===== src/rtl/mmss_pkg.sv =====
// rtl/mmss_pkg.sv - shared state encoding and default field limits for the mm:ss counter
package mmss_pkg;

  typedef enum logic [1:0] {
    ST_RUN    = 2'd0,
    ST_PAUSED = 2'd1,
    ST_ADJUST = 2'd2
  } state_t;

  localparam int MMSS_W       = 6;
  localparam int MMSS_SEC_MAX = 59;
  localparam int MMSS_MIN_MAX = 59;

endpackage


===== src/rtl/wrap_counter.sv =====
// rtl/wrap_counter.sv - modulo MAX+1 up/down field counter with terminal-count carry
module wrap_counter #(
  parameter int W   = 6,
  parameter int MAX = 59
) (
  input  logic         clk,
  input  logic         rst_n,
  input  logic         en,
  input  logic         dir,
  output logic [W-1:0] value,
  output logic         carry
);

  localparam logic [W-1:0] TOP = W'(MAX);
  localparam logic [W-1:0] ONE = W'(1);

  generate
    if (MAX <= 0 || MAX >= (1 << W)) begin : g_bad_max
      $error("wrap_counter: MAX must be in 1..2**W-1");
    end
  endgenerate

  logic at_end;

  // Terminal value depends on direction: MAX going up, 0 going down.
  assign at_end = dir ? (value == '0) : (value == TOP);
  assign carry  = en & at_end;

  always_ff @(posedge clk) begin
    if (!rst_n) begin
      value <= '0;
    end else if (en) begin
      if (at_end)   value <= dir ? TOP : '0;
      else if (dir) value <= value - ONE;
      else          value <= value + ONE;
    end
  end

endmodule


===== src/rtl/mmss_counter.sv =====
// rtl/mmss_counter.sv - minutes:seconds stopwatch with run/pause/adjust FSM and lap capture
module mmss_counter
  import mmss_pkg::*;
#(
  parameter int W       = MMSS_W,
  parameter int SEC_MAX = MMSS_SEC_MAX,
  parameter int MIN_MAX = MMSS_MIN_MAX
) (
  input  logic         clk,
  input  logic         rst_n,
  input  logic         tick,
  input  logic         adj_tick,
  input  logic         pause,
  input  logic         adj,
  input  logic         sel,
  input  logic         dir,
  input  logic         lap,
  output logic [W-1:0] minutes,
  output logic [W-1:0] seconds,
  output logic [W-1:0] lap_minutes,
  output logic [W-1:0] lap_seconds,
  output logic         lap_valid,
  output logic         wrap,
  output logic [1:0]   state
);

  state_t state_q;
  logic   resume;
  logic   in_run, in_adjust;
  logic   sec_en, min_en, sec_carry, min_carry;

  assign in_run    = (state_q == ST_RUN);
  assign in_adjust = (state_q == ST_ADJUST);

  // In RUN minutes follow the seconds carry; in ADJUST each field steps alone.
  assign sec_en = (in_run & tick) | (in_adjust & adj_tick & sel);
  assign min_en = (in_run & tick & sec_carry) | (in_adjust & adj_tick & ~sel);

  wrap_counter #(.W(W), .MAX(SEC_MAX)) u_sec (
    .clk   (clk),
    .rst_n (rst_n),
    .en    (sec_en),
    .dir   (dir),
    .value (seconds),
    .carry (sec_carry)
  );

  wrap_counter #(.W(W), .MAX(MIN_MAX)) u_min (
    .clk   (clk),
    .rst_n (rst_n),
    .en    (min_en),
    .dir   (dir),
    .value (minutes),
    .carry (min_carry)
  );

  always_ff @(posedge clk) begin
    if (!rst_n) begin
      state_q     <= ST_RUN;
      resume      <= 1'b0;
      wrap        <= 1'b0;
      lap_minutes <= '0;
      lap_seconds <= '0;
      lap_valid   <= 1'b0;
    end else begin
      wrap <= in_run & tick & sec_carry & min_carry;

      if (lap) begin
        lap_minutes <= minutes;
        lap_seconds <= seconds;
        lap_valid   <= 1'b1;
      end

      // adj has priority; resume is only captured on entry so re-asserting adj keeps it.
      if (adj) begin
        state_q <= ST_ADJUST;
        if (!in_adjust) resume <= (state_q == ST_PAUSED);
      end else begin
        case (state_q)
          ST_RUN:    state_q <= pause ? ST_PAUSED : ST_RUN;
          ST_PAUSED: state_q <= pause ? ST_RUN : ST_PAUSED;
          ST_ADJUST: state_q <= resume ? ST_PAUSED : ST_RUN;
          default:   state_q <= ST_RUN;
        endcase
      end
    end
  end

  assign state = state_q;

endmodule


===== config.mk =====
export PLATFORM = sky130hd
export DESIGN_NAME = mmss_counter
export DESIGN_NICKNAME = d
export VERILOG_FILES = /design/src/rtl/mmss_pkg.sv /design/src/rtl/wrap_counter.sv /design/src/rtl/mmss_counter.sv
export SDC_FILE = /design/constraint.sdc
export NUM_CORES = 1
export LEC_CHECK = 0
export CORE_ASPECT_RATIO = 0.9
export CORE_MARGIN = 5
export CORE_UTILIZATION = 40
export DETAILED_ROUTE_END_ITERATION = 10
export PLACE_DENSITY = 0.66
export SETUP_SLACK_MARGIN = 0.2
export SLEW_MARGIN = 15
export SYNTH_ARGS = -nofsm -noshare
export SYNTH_HDL_FRONTEND = slang
export SYNTH_HIERARCHICAL = 1
export SYNTH_SLANG_ARGS = --single-unit

===== constraint.sdc =====
create_clock -name clk -period 3.3 [get_ports clk]
set_clock_uncertainty 0.1 [all_clocks]
set_input_delay 0.66 -clock clk [delete_from_list [all_inputs] [get_ports clk]]
set_output_delay 0.66 -clock clk [all_outputs]
set_load 0.005 [all_outputs]

### Yosys cells after proc, flatten, opt, wreduce, memory -nomap -nowiden

Cells that the tools add are included.

| storage, ports and cells | value |
|---|---|
| word-level logic and storage cells | 47 |
| output and inout port bits | 28 |
| bits in registers | 29 |

| operators by class | value |
|---|---|
| multiplexer cells | 12 |
| equal/unequal tests | 4 |
| reductions and logical operators | 5 |
| bitwise gates (word level) | 13 |
| add/subtract/negate cells | 4 |

Operators with widths:

| cell | count |
|---|---|
| 6-bit two-way mux | 5 |
| 6-bit by 1-bit adder with 6-bit output, second input constant | 2 |
| 6-bit == test, second input constant | 2 |
| 6-bit zero test | 2 |
| 6-bit by 1-bit subtractor with 6-bit output, second input constant | 2 |
| 1-bit AND | 8 |
| 1-bit two-way mux | 5 |
| 1-bit NOT | 3 |
| 1-bit one-hot mux with 3 select lines | 1 |
| 2-bit by 1-bit == test with 1-bit output, second input constant | 1 |
| 2-bit == test, second input constant | 1 |
| 2-bit zero test | 1 |
| 2-bit two-way mux | 1 |
| 1-bit OR | 2 |
| 2-bit AND reduction | 1 |
| 2-bit OR reduction | 1 |

### Longest topological paths before layout

Gate-level depths: netlist of run 1.

| depth | value |
|---|---|
| depth after elaboration | 9 |
| mapped depth | 12 |

### By module

Netlist of run 1, hierarchy kept.

By module, submodules not included:

| module | cells an instance | sequential area each (um2) | area an instance (um2) | instances |
|---|---|---|---|---|
| wrap_counter | 55 | 120.1 | 481.7 | 2 |
| mmss_counter | 63 | 340.3 | 673.1 | 1 |

### Least setup slack after synthesis of run 1

No wires, ideal clock.

| timing path | value |
|---|---|
| kind | input to register |
| start | in dir |
| end | reg u_min.value[5] |
| arrival | 2457 ps |
| slack | 616 ps |
| cell stages on the path | 10 |
| cells stage by stage | or3_4 a21oi_1 and2_1 nand2_1 o22a_1 nor2_1 buf_6 o21ai_0 and2b_1 or3_1 |

| on the way | value |
|---|---|
| longest elaborated chain between the ends | 4 |

Ends and longest elaborated chain:

| item | RTL line | RTL |
|---|---|---|
| start: declaration | mmss_counter.sv:16 | `input logic dir,` |
| 1-bit two-way mux | wrap_counter.sv:26 | `assign at_end = dir ? (value == '0) : (value == TOP);` |
| 1-bit AND | wrap_counter.sv:27 | `assign carry = en & at_end;` |
| via sec_carry | mmss_counter.sv:30 | `logic sec_en, min_en, sec_carry, min_carry;` |
| 1-bit AND | mmss_counter.sv:37 | `assign min_en = (in_run & tick & sec_carry) \| (in_adjust & adj_tick & ~sel);` |
| 1-bit OR | mmss_counter.sv:37 |  |
| via min_en | mmss_counter.sv:30 |  |
| end signal: assignment | wrap_counter.sv:33 | `if (at_end) value <= dir ? TOP : '0;` |
| end signal: assignment | wrap_counter.sv:34 | `else if (dir) value <= value - ONE;` |
| end signal: assignment | wrap_counter.sv:35 | `else value <= value + ONE;` |
| end: declaration | wrap_counter.sv:10 | `output logic [W-1:0] value,` |

The timed path passes the listed nets, and every way through them passes these cells.
A chain may end at the register's enable or synchronous reset.

### Worst setup path in the final report of run 1

Same ends and word-level chain as after synthesis.

==> results of run 1 <==
[layout make-up]
class,count,area (µm²)
clock buffer,7,86.3
clock inverter,1,30.0
fill,360,1850
inverter,11,41.3
multi-input combinational,128,970
sequential,29,581
tap,48,60.1
timing repair buffer,41,398
[routing by layer]
| metal | global-route usage (%) | vias up | share of wire (%) |
|---|---|---|---|
| met2 | 22.1 | 53 | 45 |
| li1 | - | 710 | - |
| met5 | 0 | - | 0 |
| met1 | 19.5 | 638 | 46 |
| met4 | 5.73 | 0 | 1.6 |
| met3 | 5.34 | 9 | 7.1 |
[cell usage after synthesis, types with 3 or more instances]
cell      number  area [µm²]
nor3_1         4        20.0
dfxtp_1       29         581
xnor2_1        4        35.0
nor4bb_1       3        30.0
o21a_1         3        22.5
and2_1         7        43.8
a21oi_1        7        35.0
nor4_1         3        18.8
o21ai_0       10        50.1
nor2_1         5        18.8
mux2i_1       12         120
nand3_1        3        15.0
ha_1           8         100
a211oi_1       5        37.5
buf_6          3        33.8
nand2_1        8        30.0
nor2b_1       13        81.3
inv_1         11        41.3
xor2_1         4        35.0
[critical path, cell delays in order]
cell and delay [ps]:
clkdlybuf4s50_1 460, or3_4 420, a21oi_1 260, and2_1 170
nand2_1 70, o22a_1 200, nor2_1 150, o21ai_0 130
and2b_1 170, or3_1 290
[power by group]
part / internal [W] / switching (W) / total, W
Clock: 0.000246 / 0.000131 / 0.000377
Combinational: 0.000139 / 0.000110 / 0.000249
Sequential: 0.000379 / 0.0000425 / 0.000421
Total: 0.000763 / 0.000284 / 0.00105
[sequential cells by signal, summed over array words and instances, names as in the netlist]
signal / cells
u_sec/value: 6
wrap: 1
lap_valid: 1
lap_seconds: 6
resume: 1
u_min/value: 6
state: 2
lap_minutes: 6
[logic make-up (layout without fill, tap and decap cells)]
logic type / count (synthesis) / in the layout / synth area share, %
AO/OA/AOI/OAI: 41 / 41 / 17.4
multiplexers: 12 / 12 / 7.34
buffers and inverters: 16 / 60 / 5.28
XOR/XNOR: 8 / 8 / 4.28
flip-flops: 29 / 29 / 35.5
adder cells (fa/ha/maj): 10 / 10 / 8.56
AND/OR/NAND/NOR: 57 / 57 / 21.6
[final timing paths]
check,start,end,slack [ps],cells past startpoint
min,lap_valid,lap_valid,350,1
min reg2reg,lap_valid,lap_valid,350,1
max reg2reg,u_sec/value[0],u_min/value[5],610,10
max,dir,u_min/value[5],400,10
[through the flow]
step	power, W	area [µm²]	hold slack (ps)
detailed placement	0.000676	2050	344
global placement	0.000667	2050	335
CTS	0.00106	2170	359
finish	0.00105	2170	354
global route	0.00111	2170	371
floorplan	0.000568	1640	350
[placed cells by master (no fill, tap or decap), types with 3 or more instances in the layout]
cell	instances
a211oi_1	5
a21oi_1	7
and2_1	7
buf_4	5
clkbuf_8	6
clkdlybuf4s50_1	36
dfxtp_1	29
ha_1	8
inv_1	11
mux2i_1	12
nand2_1	8
nand3_1	3
nor2_1	5
nor2b_1	13
nor3_1	4
nor4_1	3
nor4bb_1	3
o21a_1	3
o21ai_0	10
xnor2_1	4
xor2_1	4
==> impl_metrics.ini, run 1 <==
[global_route]
antenna_found_initial = 0
globalRoute.totalOverflow = 0
grt_pass1_vias = 1338
grt_pass1_wl_um = 6590
grt.total_usage_pct = 14.8
grt_max_degree = 17

[sta]
fin_crit_sh_pct = 87.9
fmax_ghz = 0.345
setup_violations = 0
tns_ps = 0
postLayoutSetupSlackWorst_ps = 398
slew_violations = 0
hold_viol_final = 0
rsz0062_at_grt = false
slew_headroom_pct = 45.4
worst_slew_pin_slew_ps = 816
period_minus_slack_ps = 2900

[placement]
dp_cells = 257
portBuffers = 36
dp_hpwl_um = 2840
routabilityCongestion = 0.886
pre_cts_ws_ps = 137

[power_and_ir_drop]
ir_drop_mv = 0.339
powerDensity_mw_per_mm2 = 483
power.leakage_nw = 0.896

[cts]
postCtsSetupRepairBufs = 0
clkLatencyLatePin_ps = 280
clockBufferDepth = 2
cts.reportedPaths.clkPinSlew_ps = 70
cts-buffers-inserted = 5
holdBufCountCts = 0
cts.sinks = 29
root_buffer = clkbuf_8
cts_tree = built
cts_max_level = 2
post_cts_resized = 0

[routing]
drtIter0Drc = 80
wl_um = 3840
drc = 0
avgViaCountPerCell = 5.32
firstDrtPassIters = 4
ant_nets = 0
wl_per_cell_um = 14.5
vias = 1410

[worst_setup_path]
crit_path_start_kind = input port
worstPathArrival_ps = 2970
endpoint_kind = register
crit_type = in -> reg
crit_required_ps = 3360
cp_max_fo = 3

[die]
core-area_mm2 = 0.00402
num_rows = 22
die-area_mm2 = 0.00547
io_pins = 37
start_util_pct = 40.7
fp.dieH_um = 70.7
die_x_um = 77.4

[finish]
final-instance-count-excl-fill = 265
nNetsFinal = 235
final_util_pct = 53.9
syn_to_final_growth_pct = 32.3
drive_gt1_share_pct = 9.68
diodes = 0

[hold_path]
hp-class = reg -> reg

[synth]
ys_types = 37
netlist_instances = 173
syn_area_mm2 = 0.00164
ys.flop_type = dfxtp_1
postSynthAreaPerCell_um2 = 9.46
yosysSeqAreaShare_pct = 35.5
ys_warn_count = 6
synth_edf_count = 0
async_flop_share_pct = 0
ys_seq_elements = 29
syn-num-nets = 192

[outcome]
outcome = finished, final reports clean

[flow_run]
maxCapViolations = 0
Power figures use the tool's default switching activity.
==> run 2, diff against run 1 <==
--- a/config.mk
+++ b/config.mk
@@ -5,6 +5,7 @@
 export SDC_FILE = /design/constraint.sdc
 export NUM_CORES = 1
 export LEC_CHECK = 0
+export CAP_MARGIN = 20
 export CORE_ASPECT_RATIO = 0.9
 export CORE_MARGIN = 5
 export CORE_UTILIZATION = 40
==> results of run 2 <==
The final DEF is identical to that of run 1; final timing and power are the same.
